--- src/rtl/mem_loader_pkg.sv ---
// -----------------------------------------------------------------------------
// mem_loader_pkg
// Shared definitions for the program loader. These are the machine-wide widths,
// the default program base address, and the loader state encoding.
// -----------------------------------------------------------------------------
package mem_loader_pkg;

    localparam int ADDR_WIDTH = 16;
    localparam int REG_WIDTH  = 8;
    localparam int LDR_CSUM_W = 8;

    // Default load address of the program image.
    localparam logic [ADDR_WIDTH-1:0] INSTRUCTION_BASE = 16'h0200;

    typedef enum logic [2:0] {
        LDR_IDLE    = 3'd0,
        LDR_LOAD    = 3'd1,
        LDR_VFY_RD  = 3'd2,
        LDR_VFY_CMP = 3'd3,
        LDR_LAUNCH  = 3'd4,
        LDR_RUN     = 3'd5,
        LDR_ERROR   = 3'd6
    } ldr_state_e;

endpackage

--- src/rtl/mem_loader_addr_gen.sv ---
// -----------------------------------------------------------------------------
// ldr_addr_gen
// Pointer and remaining-count pair. The LOAD pass (writes) and the VFY_RD pass
// (reads) both walk the same region, so they share this counter.
//   load_i  : ptr <= base_i, remaining <= count_i (wins over step_i)
//   step_i  : ptr <= ptr + 1 (wraps mod 2^ADDR_W), remaining <= remaining - 1
//   ptr_o   : current address
//   last_o  : the current address is the final one of the region
// -----------------------------------------------------------------------------
module ldr_addr_gen
    import mem_loader_pkg::*;
#(
    parameter int ADDR_W = ADDR_WIDTH
) (
    input  logic              clk,
    input  logic              reset_n,
    input  logic              load_i,
    input  logic              step_i,
    input  logic [ADDR_W-1:0] base_i,
    input  logic [ADDR_W-1:0] count_i,
    output logic [ADDR_W-1:0] ptr_o,
    output logic              last_o
);

    logic [ADDR_W-1:0] ptr_q, ptr_d;
    logic [ADDR_W-1:0] rem_q, rem_d;

    // NOTE: every combinational output is given a default before any branch,
    // so no path leaves it unassigned and no latch is inferred.
    always_comb begin
        ptr_d = ptr_q;
        rem_d = rem_q;
        if (load_i) begin
            ptr_d = base_i;
            rem_d = count_i;
        end else if (step_i) begin
            ptr_d = ptr_q + 1'b1;
            rem_d = rem_q - 1'b1;
        end
    end

    // NOTE: state registers use non-blocking assignments so every flop
    // samples its next value from the same pre-edge snapshot.
    always_ff @(posedge clk) begin
        if (!reset_n) begin
            ptr_q <= '0;
            rem_q <= '0;
        end else begin
            ptr_q <= ptr_d;
            rem_q <= rem_d;
        end
    end

    assign ptr_o  = ptr_q;
    assign last_o = (rem_q == ADDR_W'(1));

endmodule

--- src/rtl/mem_loader.sv ---
// -----------------------------------------------------------------------------
// mem_loader
// Program loader. It owns the memory port while the CPU is held in reset. It
// streams bytes into sequential addresses and optionally reads the region back
// to compare an additive checksum. It then hands the port to the CPU, releases
// CPU reset and pulses trigger_program.
// Ports:
//   clk, reset_n          : clock (same as mem), synchronous active-low reset
//   start                 : one-cycle load request (base_addr/length sampled)
//   s_valid/s_data/s_ready: byte stream handshake
//   mem_sel/we/addr/din   : memory port drive (mem_sel=1 -> loader owns port)
//   mem_dout              : memory read data, one cycle after mem_addr
//   cpu_reset_n           : CPU reset, released on launch
//   trigger_program       : one-cycle launch pulse
//   busy, error, checksum : status
// -----------------------------------------------------------------------------
module mem_loader
    import mem_loader_pkg::*;
#(
    parameter int ADDR_W = ADDR_WIDTH,
    parameter int DATA_W = REG_WIDTH,
    parameter bit VERIFY = 1'b1
) (
    input  logic              clk,
    input  logic              reset_n,
    input  logic              start,
    input  logic [ADDR_W-1:0] base_addr,
    input  logic [ADDR_W-1:0] length,
    input  logic              s_valid,
    input  logic [DATA_W-1:0] s_data,
    output logic              s_ready,
    output logic              mem_sel,
    output logic              mem_we,
    output logic [ADDR_W-1:0] mem_addr,
    output logic [DATA_W-1:0] mem_din,
    input  logic [DATA_W-1:0] mem_dout,
    output logic              cpu_reset_n,
    output logic              trigger_program,
    output logic              busy,
    output logic              error,
    output logic [DATA_W-1:0] checksum
);

    ldr_state_e        state_q, state_d;
    logic [ADDR_W-1:0] base_q, base_d;
    logic [ADDR_W-1:0] len_q, len_d;
    logic              mem_we_q, mem_we_d;
    logic [ADDR_W-1:0] mem_addr_q, mem_addr_d;
    logic [DATA_W-1:0] mem_din_q, mem_din_d;
    logic [DATA_W-1:0] csum_q, csum_d;
    logic [DATA_W-1:0] vsum_q, vsum_d;
    logic              error_q, error_d;
    // Read pipeline tags: rd_v1 = mem_addr holds a verify address,
    // rd_v2 = mem_dout holds that address's data.
    logic              rd_v1_q, rd_v1_d;
    logic              rd_v2_q, rd_v2_d;

    logic              gen_load, gen_step, gen_last;
    logic [ADDR_W-1:0] gen_base, gen_count, gen_ptr;

    ldr_addr_gen #(.ADDR_W(ADDR_W)) u_addr_gen (
        .clk     (clk),
        .reset_n (reset_n),
        .load_i  (gen_load),
        .step_i  (gen_step),
        .base_i  (gen_base),
        .count_i (gen_count),
        .ptr_o   (gen_ptr),
        .last_o  (gen_last)
    );

    always_comb begin
        state_d    = state_q;
        base_d     = base_q;
        len_d      = len_q;
        mem_we_d   = 1'b0;
        mem_addr_d = mem_addr_q;
        mem_din_d  = mem_din_q;
        csum_d     = csum_q;
        vsum_d     = vsum_q;
        error_d    = error_q;
        rd_v1_d    = 1'b0;
        rd_v2_d    = rd_v1_q;
        gen_load   = 1'b0;
        gen_step   = 1'b0;
        gen_base   = base_addr;
        gen_count  = length;

        if (rd_v2_q) begin
            vsum_d = vsum_q + mem_dout;
        end

        unique case (state_q)
            LDR_IDLE, LDR_RUN, LDR_ERROR: begin
                if (start) begin
                    base_d   = base_addr;
                    len_d    = length;
                    csum_d   = '0;
                    error_d  = 1'b0;
                    gen_load = 1'b1;
                    state_d  = (length == '0) ? LDR_LAUNCH : LDR_LOAD;
                end
            end
            LDR_LOAD: begin
                // s_ready is high throughout LOAD, so s_valid alone is the handshake.
                if (s_valid) begin
                    mem_we_d   = 1'b1;
                    mem_addr_d = gen_ptr;
                    mem_din_d  = s_data;
                    csum_d     = csum_q + s_data;
                    gen_step   = 1'b1;
                    if (gen_last) begin
                        if (VERIFY) begin
                            gen_load  = 1'b1;
                            gen_base  = base_q;
                            gen_count = len_q;
                            vsum_d    = '0;
                            state_d   = LDR_VFY_RD;
                        end else begin
                            // One cycle in VFY_CMP lets the final registered
                            // write land before the port is handed over.
                            state_d = LDR_VFY_CMP;
                        end
                    end
                end
            end
            LDR_VFY_RD: begin
                // The first issue cycle coincides with the final write's
                // mem_we, so that write lands before any read.
                mem_addr_d = gen_ptr;
                rd_v1_d    = 1'b1;
                gen_step   = 1'b1;
                if (gen_last) begin
                    state_d = LDR_VFY_CMP;
                end
            end
            LDR_VFY_CMP: begin
                if (!VERIFY) begin
                    state_d = LDR_LAUNCH;
                end else if (!rd_v1_q && !rd_v2_q) begin
                    // Compare only after the in-flight reads have drained.
                    if (vsum_q == csum_q) begin
                        state_d = LDR_LAUNCH;
                    end else begin
                        error_d = 1'b1;
                        state_d = LDR_ERROR;
                    end
                end
            end
            LDR_LAUNCH: state_d = LDR_RUN;
            default:    state_d = LDR_IDLE;
        endcase
    end

    // NOTE: reset is synchronous. It is sampled only on the clock edge and
    // overrides any start that arrives in the same cycle.
    always_ff @(posedge clk) begin
        if (!reset_n) begin
            state_q    <= LDR_IDLE;
            base_q     <= '0;
            len_q      <= '0;
            mem_we_q   <= 1'b0;
            mem_addr_q <= '0;
            mem_din_q  <= '0;
            csum_q     <= '0;
            vsum_q     <= '0;
            error_q    <= 1'b0;
            rd_v1_q    <= 1'b0;
            rd_v2_q    <= 1'b0;
        end else begin
            state_q    <= state_d;
            base_q     <= base_d;
            len_q      <= len_d;
            mem_we_q   <= mem_we_d;
            mem_addr_q <= mem_addr_d;
            mem_din_q  <= mem_din_d;
            csum_q     <= csum_d;
            vsum_q     <= vsum_d;
            error_q    <= error_d;
            rd_v1_q    <= rd_v1_d;
            rd_v2_q    <= rd_v2_d;
        end
    end

    assign s_ready         = (state_q == LDR_LOAD);
    assign cpu_reset_n     = (state_q == LDR_LAUNCH) || (state_q == LDR_RUN);
    assign mem_sel         = !cpu_reset_n;
    assign trigger_program = (state_q == LDR_LAUNCH);
    assign busy            = (state_q == LDR_LOAD) || (state_q == LDR_VFY_RD) ||
                             (state_q == LDR_VFY_CMP);
    assign error           = error_q;
    assign checksum        = csum_q;
    assign mem_we          = mem_we_q;
    assign mem_addr        = mem_addr_q;
    assign mem_din         = mem_din_q;

endmodule

--- config.mk ---
export PLATFORM = sky130hd
export DESIGN_NAME = mem_loader
export DESIGN_NICKNAME = d
export VERILOG_FILES = /design/src/rtl/mem_loader_pkg.sv /design/src/rtl/mem_loader_addr_gen.sv /design/src/rtl/mem_loader.sv
export SDC_FILE = /design/constraint.sdc
export NUM_CORES = 1
export LEC_CHECK = 0
export BUFFER_PORTS_ARGS = -buffer_cell sky130_fd_sc_hd__buf_2
export CAP_MARGIN = 20
export CORE_AREA = 4 4 125 127
export DETAILED_ROUTE_END_ITERATION = 7
export DIE_AREA = 0 0 129 131
export SLEW_MARGIN = 25
export SYNTH_ARGS = -nofsm -noshare
export SYNTH_HDL_FRONTEND = slang
export SYNTH_SLANG_ARGS = --single-unit
--- constraint.sdc ---
create_clock -name clk -period 3.9 [get_ports clk]
set_input_delay 0.195 -clock clk [delete_from_list [all_inputs] [get_ports clk]]
set_output_delay 0.195 -clock clk [all_outputs]
set_load 0.05 [all_outputs]
==> impl_metrics.yaml, run 1 <==
detailed_routing:
  drcViolationCount: 0
  wl_per_cell_microns: 16.4
  drtAntennaViolNets: 0
  wl_microns: 15800
  vias_per_cell: 5.57
  vias: 5360
  drt_iter0_markers: 236
  dr.pass1.iters: 5
timing:
  drv_slew: 0
  fmax_mhz: 358
  fin_skew_ns: 0.00881
  tightest_slew_ns: 0.828
  setup_viol: 0
  fin_crit_sh: 0.716
  relSlewSlack: 0.448
  rsz0062_at_grt: "no"
  tns_ns: 0
  finalHoldViolCount: 0
  period_needed_ns: 2.79
synthesis:
  ys.flop_type: "dfxtp_1"
  async_reset_ff_frac: 0
  ys_ff_latch: 111
  yosysTopAreaCellShare: 0.388
  syn_nets: 783
  yosys_warnings: 0
  syn-instance-count: 712
  netlist_area_sq_mm: 0.00572
  synth_top_area_cell: "dfxtp_1"
  synth_edf_count: 0
  yosysSeqAreaShare: 0.388
  synth.distinct_cells: 62
  yosys-top-cells-area: "dfxtp_1, nand2_1, a21oi_1, ha_1, xor2_1"
  synth.avg_cell_area_sq_um: 8.04
clock_tree:
  cts_tree: "done"
  clkTransAtPathRegs_ns: 0.07
  htreeDepth: 3
  post_cts_buffers: 0
  cts_buffers: 9
  clockRootBuffer: "clkbuf_16"
  clock_latency_ns: 0.36
  cts.sinks: 111
  cts.repair.resized: 0
  holdBufCountCts: 0
  cts_max_path_buffers: 2
layout:
  antenna_cells: 0
  final_common_cell: "nand2_1"
  nets: 846
  area_growth_pct: 14.3
  seq_area_sq_mm: 0.00222
  final_area_sq_mm: 0.00654
  nFillCells: 1448
  layout_common_cells: "nand2_1, dfxtp_1, a21oi_1"
  multiInputGateArea_sq_mm: 0.00324
  drive_above_1_share: 0.164
  instances_no_fill: 963
setup_path:
  r2r_end: "u_addr_gen.ptr_o[9]"
  cp_slowest_stage_delay_ns: 0.68
  r2r_slack_ns: 1.11
  crit_type: "flop to flop"
  reg2reg_from: "u_addr_gen.rem_q[5]"
  critPathRequiredTime_ns: 4.15
  path_cells: "or4_1, and4bb_2, nand2_2, o221ai_1, o21ai_1, a21o_1"
  ff2ff_path_depth: 6
  cpMaxStageDelayCell: "or4_1"
  path_max_fanout: 30
  worstSetupStartpointType: "flop"
  cp.arrival_ns: 3.05
  crit_path_end_kind: "flop"
power_and_ir_drop:
  p_per_area_mw_per_mm2: 694
  total_power_uw: 4540
  power.share.sequential: 0.376
  power_frac_clock: 0.199
  p_switching_uw: 1960
  power_leakage_uw: 0.00274
  ir_drop_mv: 0.430
  p_sw_frac: 0.433
  internal_power_uw: 2580
  power_frac_comb: 0.426
floorplanning:
  die_w_microns: 129
  start_util: 0.397
  die_h_microns: 131
  dieArea_sq_mm: 0.0169
  core_area_sq_mm: 0.0144
  io_pins: 91
  num_rows: 44
grt:
  antenna_found_initial: 0
  grt_pass1_vias: 5214
  grt_overflow_total: 0
  grt_first_pass_wirelength_microns: 25700
  grt.total_usage: 0.191
  grt_max_degree: 75
min_path:
  whs_endpoint: "base_q[5]"
  hold_start: "base_addr[5]"
  worstHoldPathType: "primary input to flop"
  hold_depth: 3
placed_design:
  post_dp_cell_area_sq_mm: 0.00626
  placed_cells: 948
  hpwl_microns: 11100
  place.gp.congestion: 0.838
  portBuffers: 90
status:
  status: "finished clean"
flow_run:
  drv_cap: 0
## per-stage QoR
stage	util	worst slack, ns	hold slack [ns]
2_1_floorplan	-	1.18	0.331
3_3_place_gp	0.434	1.23	0.437
3_5_place_dp	0.434	1.15	0.447
4_1_cts	0.454	1.13	0.0771
5_1_grt	0.454	0.899	0.0857
6_report	0.454	1.11	0.0901
## power by group through the flow
| stage | logic, uW | registers [uW] | clock network, uW |
|---|---|---|---|
| finish | 1930 | 1710 | 902 |
| global route | 2170 | 1750 | 967 |
| CTS | 1940 | 1700 | 928 |
| detailed placement | 1930 | 1730 | 0 |
| global placement | 1880 | 1720 | 0 |
| floorplan | 1410 | 1770 | 0 |
## kinds of logic (layout without fill, tap and decap cells)
logic type	count (synthesis)	in the layout	share of synthesized area
and+or+nand+nor	265	265	0.213
AOI/OAI and AO/OA	222	222	0.256
DFF	111	111	0.388
buffers and inverters	61	128	0.0450
xor gates and xnor gates	29	29	0.0444
adders and majority gates	19	19	0.0442
muxes	5	5	0.00875
## final cells by class
cell class | count | share of cell area
inverters | 16 | 0.00918
flip-flops and latches | 111 | 0.340
clock inverters | 2 | 0.00229
multi-input cells | 540 | 0.496
repair buffers | 97 | 0.0769
well taps | 184 | 0.0352
clock buffers | 13 | 0.0413
## registers in the layout (all words and copies together), names as in the netlist
name              cells
u_addr_gen.rem_q     16
checksum              8
len_q                16
vsum_q                8
base_q               16
rd_v1_q               1
mem_we                1
mem_din               8
rd_v2_q               1
u_addr_gen.ptr_o     16
mem_addr             16
error                 1
state_q               3
## worst max-delay path by stage
stage | slack (ns) | end | cells past startpoint | start
2_1_floorplan | 1.18 | trigger_program | 4 | state_q[1]
3_3_place_gp | 1.23 | u_addr_gen.ptr_o[9] | 6 | u_addr_gen.rem_q[5]
3_5_place_dp | 1.15 | u_addr_gen.ptr_o[9] | 6 | u_addr_gen.rem_q[5]
5_1_grt | 0.90 | u_addr_gen.ptr_o[9] | 6 | u_addr_gen.rem_q[5]
6_report | 1.11 | u_addr_gen.ptr_o[9] | 6 | u_addr_gen.rem_q[5]
4_1_cts | 1.13 | u_addr_gen.ptr_o[9] | 6 | u_addr_gen.rem_q[5]
## critical path: cells and delay by family (launching register included)
kind,cells,cell delay (ns)
DFF,1,0.38
and+or+nand+nor,3,1.57
AOI/OAI and AO/OA,3,0.71
## metal layers
layer | GRT usage | share of wire | vias up
met5 | 0 | 0 | -
met3 | 0.0484 | 0.049 | 24
met1 | 0.241 | 0.45 | 2551
met4 | 0.0574 | 0.021 | 0
li1 | - | - | 2665
met2 | 0.322 | 0.48 | 120
## Yosys cell counts (5+ instances only)
| master | number |
|---|---|
| a21o_1 | 16 |
| nor2_1 | 28 |
| o21ai_0 | 9 |
| and2_1 | 6 |
| xor2_1 | 19 |
| a31oi_1 | 7 |
| o211ai_1 | 10 |
| and3_1 | 10 |
| xnor2_1 | 10 |
| nand2_1 | 151 |
| buf_2 | 11 |
| dfxtp_1 | 111 |
| ha_1 | 17 |
| a21boi_0 | 6 |
| nand2b_1 | 5 |
| o221ai_1 | 10 |
| nor4_1 | 9 |
| o2bb2ai_1 | 6 |
| o21ai_1 | 16 |
| a21oi_1 | 101 |
| inv_1 | 15 |
| nand3_1 | 23 |
| o21a_1 | 5 |
| o221ai_2 | 8 |
| nor3_1 | 7 |
| mux2i_1 | 5 |
| clkbuf_1 | 28 |
Power figures use the tool's default switching activity.
==> run 2, diff against run 1 <==
==> constraint.sdc (replaced) <==
create_clock -name clk -period 2.9 [get_ports clk]
set_input_delay 0.145 -clock clk [delete_from_list [all_inputs] [get_ports clk]]
set_output_delay 0.145 -clock clk [all_outputs]
set_load 0.05 [all_outputs]
==> impl_metrics.yaml, run 2 (synthesis gave the netlist of run 1 again) <==
power_and_ir_drop:
  power_frac_comb: 0.423
  power_frac_clock: 0.208
  p_sw_frac: 0.428
  power.share.sequential: 0.369
  power_leakage_uw: 0.00279
  total_power_uw: 6230
  internal_power_uw: 3560
  p_per_area_mw_per_mm2: 942
  p_switching_uw: 2670
  ir_drop_mv: 0.498
clock_tree:
  cts_max_path_buffers: 2
  cts_tree: "done"
  post_cts_buffers: 0
  clkTransAtPathRegs_ns: 0.07
  cts.repair.resized: 0
  cts.sinks: 111
  htreeDepth: 3
  clockRootBuffer: "clkbuf_16"
  holdBufCountCts: 0
  cts_buffers: 9
  clock_latency_ns: 0.36
layout:
  drive_above_1_share: 0.172
  final_common_cell: "nand2_1"
  area_growth_pct: 15.6
  layout_common_cells: "nand2_1, dfxtp_1, a21oi_1"
  nFillCells: 1474
  nets: 851
  antenna_cells: 0
  post-route-util: 0.459
timing:
  fin_crit_sh: 0.877
  tns_ns: 0
  relSlewSlack: 0.482
  fin_skew_ns: 0.00686
  finalHoldViolCount: 0
  period_needed_ns: 2.54
  tightest_slew_ns: 0.777
  rsz0062_at_grt: "no"
  setup_viol: 0
  worst_slack_ns: 0.356
  fmax_mhz: 393
  whs_ns: 0.0381
  drv_slew: 0
grt:
  grt_max_degree: 75
  grt_overflow_total: 0
  grt_first_pass_wirelength_microns: 26000
  grt.total_usage: 0.192
  grt_pass1_vias: 5321
  antenna_found_initial: 0
setup_path:
  worstSetupStartpointType: "flop"
  crit_path_end_kind: "flop"
  crit_type: "flop to flop"
  path_max_fanout: 10
  critPathRequiredTime_ns: 3.16
  cp.arrival_ns: 2.80
flow_run:
  drv_cap: 0
placed_design:
  place.gp.congestion: 0.848
  portBuffers: 90
  hpwl_microns: 11400
  dp_slack_ns: 0.394
detailed_routing:
  drt_iter0_markers: 315
  drcViolationCount: 0
  wl_per_cell_microns: 16.5
  vias: 5485
  dr.pass1.iters: 6
  wl_microns: 16000
  drtAntennaViolNets: 0
  vias_per_cell: 5.66
floorplanning:
  io_pins: 91
  die_h_microns: 131
  core_area_sq_mm: 0.0144
  die_w_microns: 129
  num_rows: 44
  dieArea_sq_mm: 0.0169
  start_util: 0.397
min_path:
  worstHoldPathType: "primary input to flop"
status:
  status: "finished clean"
==> run 2: changes by cell type in the layout (fill, tap and decap cells not counted), sizes merged <==
cell      previous run  this run
bufinv               0         1
clkinvlp             2         1
buf                 97       102
clkbuf              13        11
clkinv               0         3
==> run 2: area by class of cell <==
class | instances | area (sq um) | area share
multi-input cells | 540 | 3240 | 0.490
flip-flops and latches | 111 | 2220 | 0.336
repair buffers | 102 | 553 | 0.0836
clock buffers | 11 | 253 | 0.0382
well taps | 184 | 230 | 0.0348
inverters | 16 | 60.1 | 0.00908
clock inverters | 5 | 56.3 | 0.00851
==> run 2: final timing paths <==
path | startpoint | end | slack (ns) | depth (start not counted)
setup / recovery | u_addr_gen.rem_q[5] | u_addr_gen.ptr_o[9] | 0.36 | 7
hold / removal | s_data[0] | mem_din[0] | 0.04 | 3
setup reg to reg | u_addr_gen.rem_q[5] | u_addr_gen.ptr_o[9] | 0.36 | 7
hold reg to reg | mem_addr[3] | mem_addr[3] | 0.45 | 2
==> run 2: worst max-delay path: stages, from the launching register on <==
cell and delay (ns):
dfxtp_1 0.38, or4_1 0.68, and4bb_2 0.43, nand2_2 0.18, buf_4 0.25, o221ai_1 0.23
o21ai_1 0.10, a21o_1 0.19
==> run 2: power by group through the flow <==
stage / clock (uW) / sequential [uW] / combinational [uW]
after global routing: 1400 / 2360 / 2920
after CTS: 1330 / 2290 / 2640
after global placement: 0 / 2310 / 2560
after detailed placement: 0 / 2320 / 2630
after floorplan: 0 / 2390 / 1890
final: 1290 / 2300 / 2640
==> run 2: routing by layer <==
layer / GRT usage / up-vias / routed length [microns]
li1: - / 2681 / -
met1: 0.239 / 2628 / 7020
met2: 0.329 / 153 / 7800
met3: 0.0459 / 23 / 897
met4: 0.0581 / 0 / 255
met5: 0 / - / 0
==> run 2: per-stage QoR <==
| stage | instance area (sq um) | instances |
|---|---|---|
| after global routing | 6620 | 969 |
| after floorplan | 5720 | 712 |
| after CTS | 6620 | 969 |
| after global placement | 6310 | 953 |
| after detailed placement | 6310 | 953 |
| final | 6620 | 969 |
==> run 3, diff against run 2 <==
--- a/config.mk
+++ b/config.mk
@@ -5,11 +5,13 @@
 export SDC_FILE = /design/constraint.sdc
 export NUM_CORES = 1
 export LEC_CHECK = 0
+export ABC_AREA = 1
+export ABC_CLOCK_PERIOD_IN_PS = 2900
 export BUFFER_PORTS_ARGS = -buffer_cell sky130_fd_sc_hd__buf_2
 export CAP_MARGIN = 20
-export CORE_AREA = 4 4 125 127
+export CORE_AREA = 4 4 130 132
 export DETAILED_ROUTE_END_ITERATION = 7
-export DIE_AREA = 0 0 129 131
+export DIE_AREA = 0 0 134 136
 export SLEW_MARGIN = 25
 export SYNTH_ARGS = -nofsm -noshare
 export SYNTH_HDL_FRONTEND = slang
==> impl_metrics.yaml, run 3 <==
timing:
  fmax_mhz: 461
  tns_ns: 0
  relSlewSlack: 0.610
  finalHoldViolCount: 0
  tightest_slew_ns: 0.585
  fin_crit_sh: 0.749
  period_needed_ns: 2.17
  rsz0062_at_grt: "no"
  fin_skew_ns: 0.00914
  drv_slew: 0
  setup_viol: 0
detailed_routing:
  wl_microns: 16900
  wl_per_cell_microns: 13.6
  drcViolationCount: 0
  vias: 5987
  drt_iter0_markers: 407
  dr.pass1.iters: 4
  drtAntennaViolNets: 0
  vias_per_cell: 4.82
clock_tree:
  htreeDepth: 3
  cts_buffers: 9
  clockRootBuffer: "clkbuf_16"
  holdBufCountCts: 0
  cts.sinks: 111
  post_cts_buffers: 0
  cts.repair.resized: 0
  clkTransAtPathRegs_ns: 0.08
  cts_tree: "done"
  clock_latency_ns: 0.35
  cts_max_path_buffers: 2
placed_design:
  portBuffers: 90
  place.gp.congestion: 0.892
  hpwl_microns: 12700
  placed_cells: 1225
synthesis:
  synth_xor_area_frac: 0.0381
  syn-instance-count: 945
  async_reset_ff_frac: 0
  yosys-top-cells-count: "nand2_1, nor2_1, dfxtp_1, inv_1, a21oi_1"
  synth_edf_count: 0
  yosysTopAreaCellShare: 0.358
  yosysSeqAreaShare: 0.358
  yosys_warnings: 0
  synthSimpleGateAreaFrac: 0.333
  ys_ff_latch: 111
  synth_mux_area_frac: 0
  yosys-top-cells-area: "dfxtp_1, nand2_1, nor2_1, a21oi_1, o21ai_0"
  ys.flop_type: "dfxtp_1"
  synth_adder_area_share: 0.0407
  synthMostInstantiatedCell: "nand2_1"
  synth.distinct_cells: 37
  synth.avg_cell_area_sq_um: 6.57
  netlist_area_sq_mm: 0.00621
  synth_compound_area_frac: 0.142
  synth_top_area_cell: "dfxtp_1"
  syn_nets: 1016
  synth_top_family_by_area: "simple AND/OR/NAND/NOR gates"
layout:
  area_growth_pct: 14.9
  nets: 1091
  instances_no_fill: 1241
  antenna_cells: 0
  drive_above_1_share: 0.138
  layout_common_cells: "nand2_1, nor2_1, dfxtp_1"
  final_common_cell: "nand2_1"
floorplanning:
  num_rows: 46
  dieArea_sq_mm: 0.0182
  core_area_sq_mm: 0.0157
  start_util: 0.395
  die_h_microns: 136
  io_pins: 91
  die_w_microns: 134
grt:
  antenna_found_initial: 0
  grt.total_usage: 0.192
  grt_first_pass_wirelength_microns: 28300
  grt_overflow_total: 0
  grt_pass1_vias: 5649
  grt_max_degree: 39
power_and_ir_drop:
  ir_drop_mv: 0.363
  power_leakage_uw: 0.00343
  p_per_area_mw_per_mm2: 997
setup_path:
  path_max_fanout: 23
  critPathMostFrequentCell: "inv_1"
  cpMaxStageDelayCell: "dfxtp_1"
  worstSetupStartpointType: "flop"
  path_cells: "inv_1, nand3_2, nor2_8, inv_2, nand3_2, buf_4, o21ai_0, inv_1, nand2_1, inv_1"
  crit_type: "flop to flop"
  cp.arrival_ns: 2.42
  crit_path_end_kind: "flop"
  cp_slowest_stage_delay_ns: 0.45
  critPathRequiredTime_ns: 3.15
status:
  status: "finished clean"
flow_run:
  drv_cap: 0
min_path:
  worstHoldPathType: "primary input to flop"
run 3: changes by cell type after synthesis, sizes merged, moves of 17 or more:
cell,change
o21ai,+44
nor2,+127
nand3,+40
inv,+77
nand2,+86
o221ai,-17
a21oi,-21
run 3: through the flow:
stage	power, uW	hold slack [ns]	setup slack, ns	utilization	area (sq um)
finish	7110	0.0393	0.729	0.454	7130
detailed placement	5850	0.401	0.730	0.434	6830
floorplan	5030	0.280	1.09	-	6210
global placement	5830	0.394	0.765	0.434	6830
CTS	7160	0.0302	0.714	0.454	7130
global route	7730	0.0571	0.459	0.454	7130
run 3: cell type report:
| cell class | instances | area, sq um |
|---|---|---|
| flip-flops and latches | 111 | 2220 |
| inverters | 93 | 349 |
| clock inverters | 6 | 77.6 |
| well taps | 216 | 270 |
| repair buffers | 103 | 548 |
| fillers | 1678 | 8580 |
| clock buffers | 10 | 229 |
| multi-input cells | 702 | 3440 |
run 3: where the power goes:
part / leakage (uW) / internal, uW / total, uW / switching (uW)
Sequential: 0.000912 / 2000 / 2360 / 364
Combinational: 0.00237 / 1060 / 3450 / 2400
Clock: 0.000147 / 687 / 1290 / 606
Total: 0.00343 / 3740 / 7110 / 3370
run 3: worst paths after layout:
check | slack, ns | to | from | cells past startpoint
setup / recovery | 0.73 | u_addr_gen.rem_q[10] | state_q[2] | 10
setup reg to reg | 0.73 | u_addr_gen.rem_q[10] | state_q[2] | 10
hold / removal | 0.04 | mem_din[2] | s_data[2] | 3
hold reg to reg | 0.42 | rd_v2_q | rd_v1_q | 2
run 3: critical path: cells and delay by family, from the launching register on:
kind | cells | cell delay (ns)
simple gates | 4 | 0.70
compound gates | 1 | 0.14
buf+inv | 5 | 0.76
flops | 1 | 0.45
run 3: cells by family (layout without fill, tap and decap cells):
| group | Yosys count | count (layout) |
|---|---|---|
| xor gates and xnor gates | 27 | 27 |
| adders and majority gates | 19 | 19 |
| buffers and inverters | 132 | 212 |
| DFF | 111 | 111 |
| AOI/OAI and AO/OA | 166 | 166 |
| and+or+nand+nor | 490 | 490 |
run 3: layer usage:
layer,track usage,share of wire,vias to the layer above
li1,-,-,3180
met1,0.251,0.47,2694
met2,0.325,0.47,95
met3,0.0326,0.041,18
met4,0.0611,0.017,0
met5,0,0,-
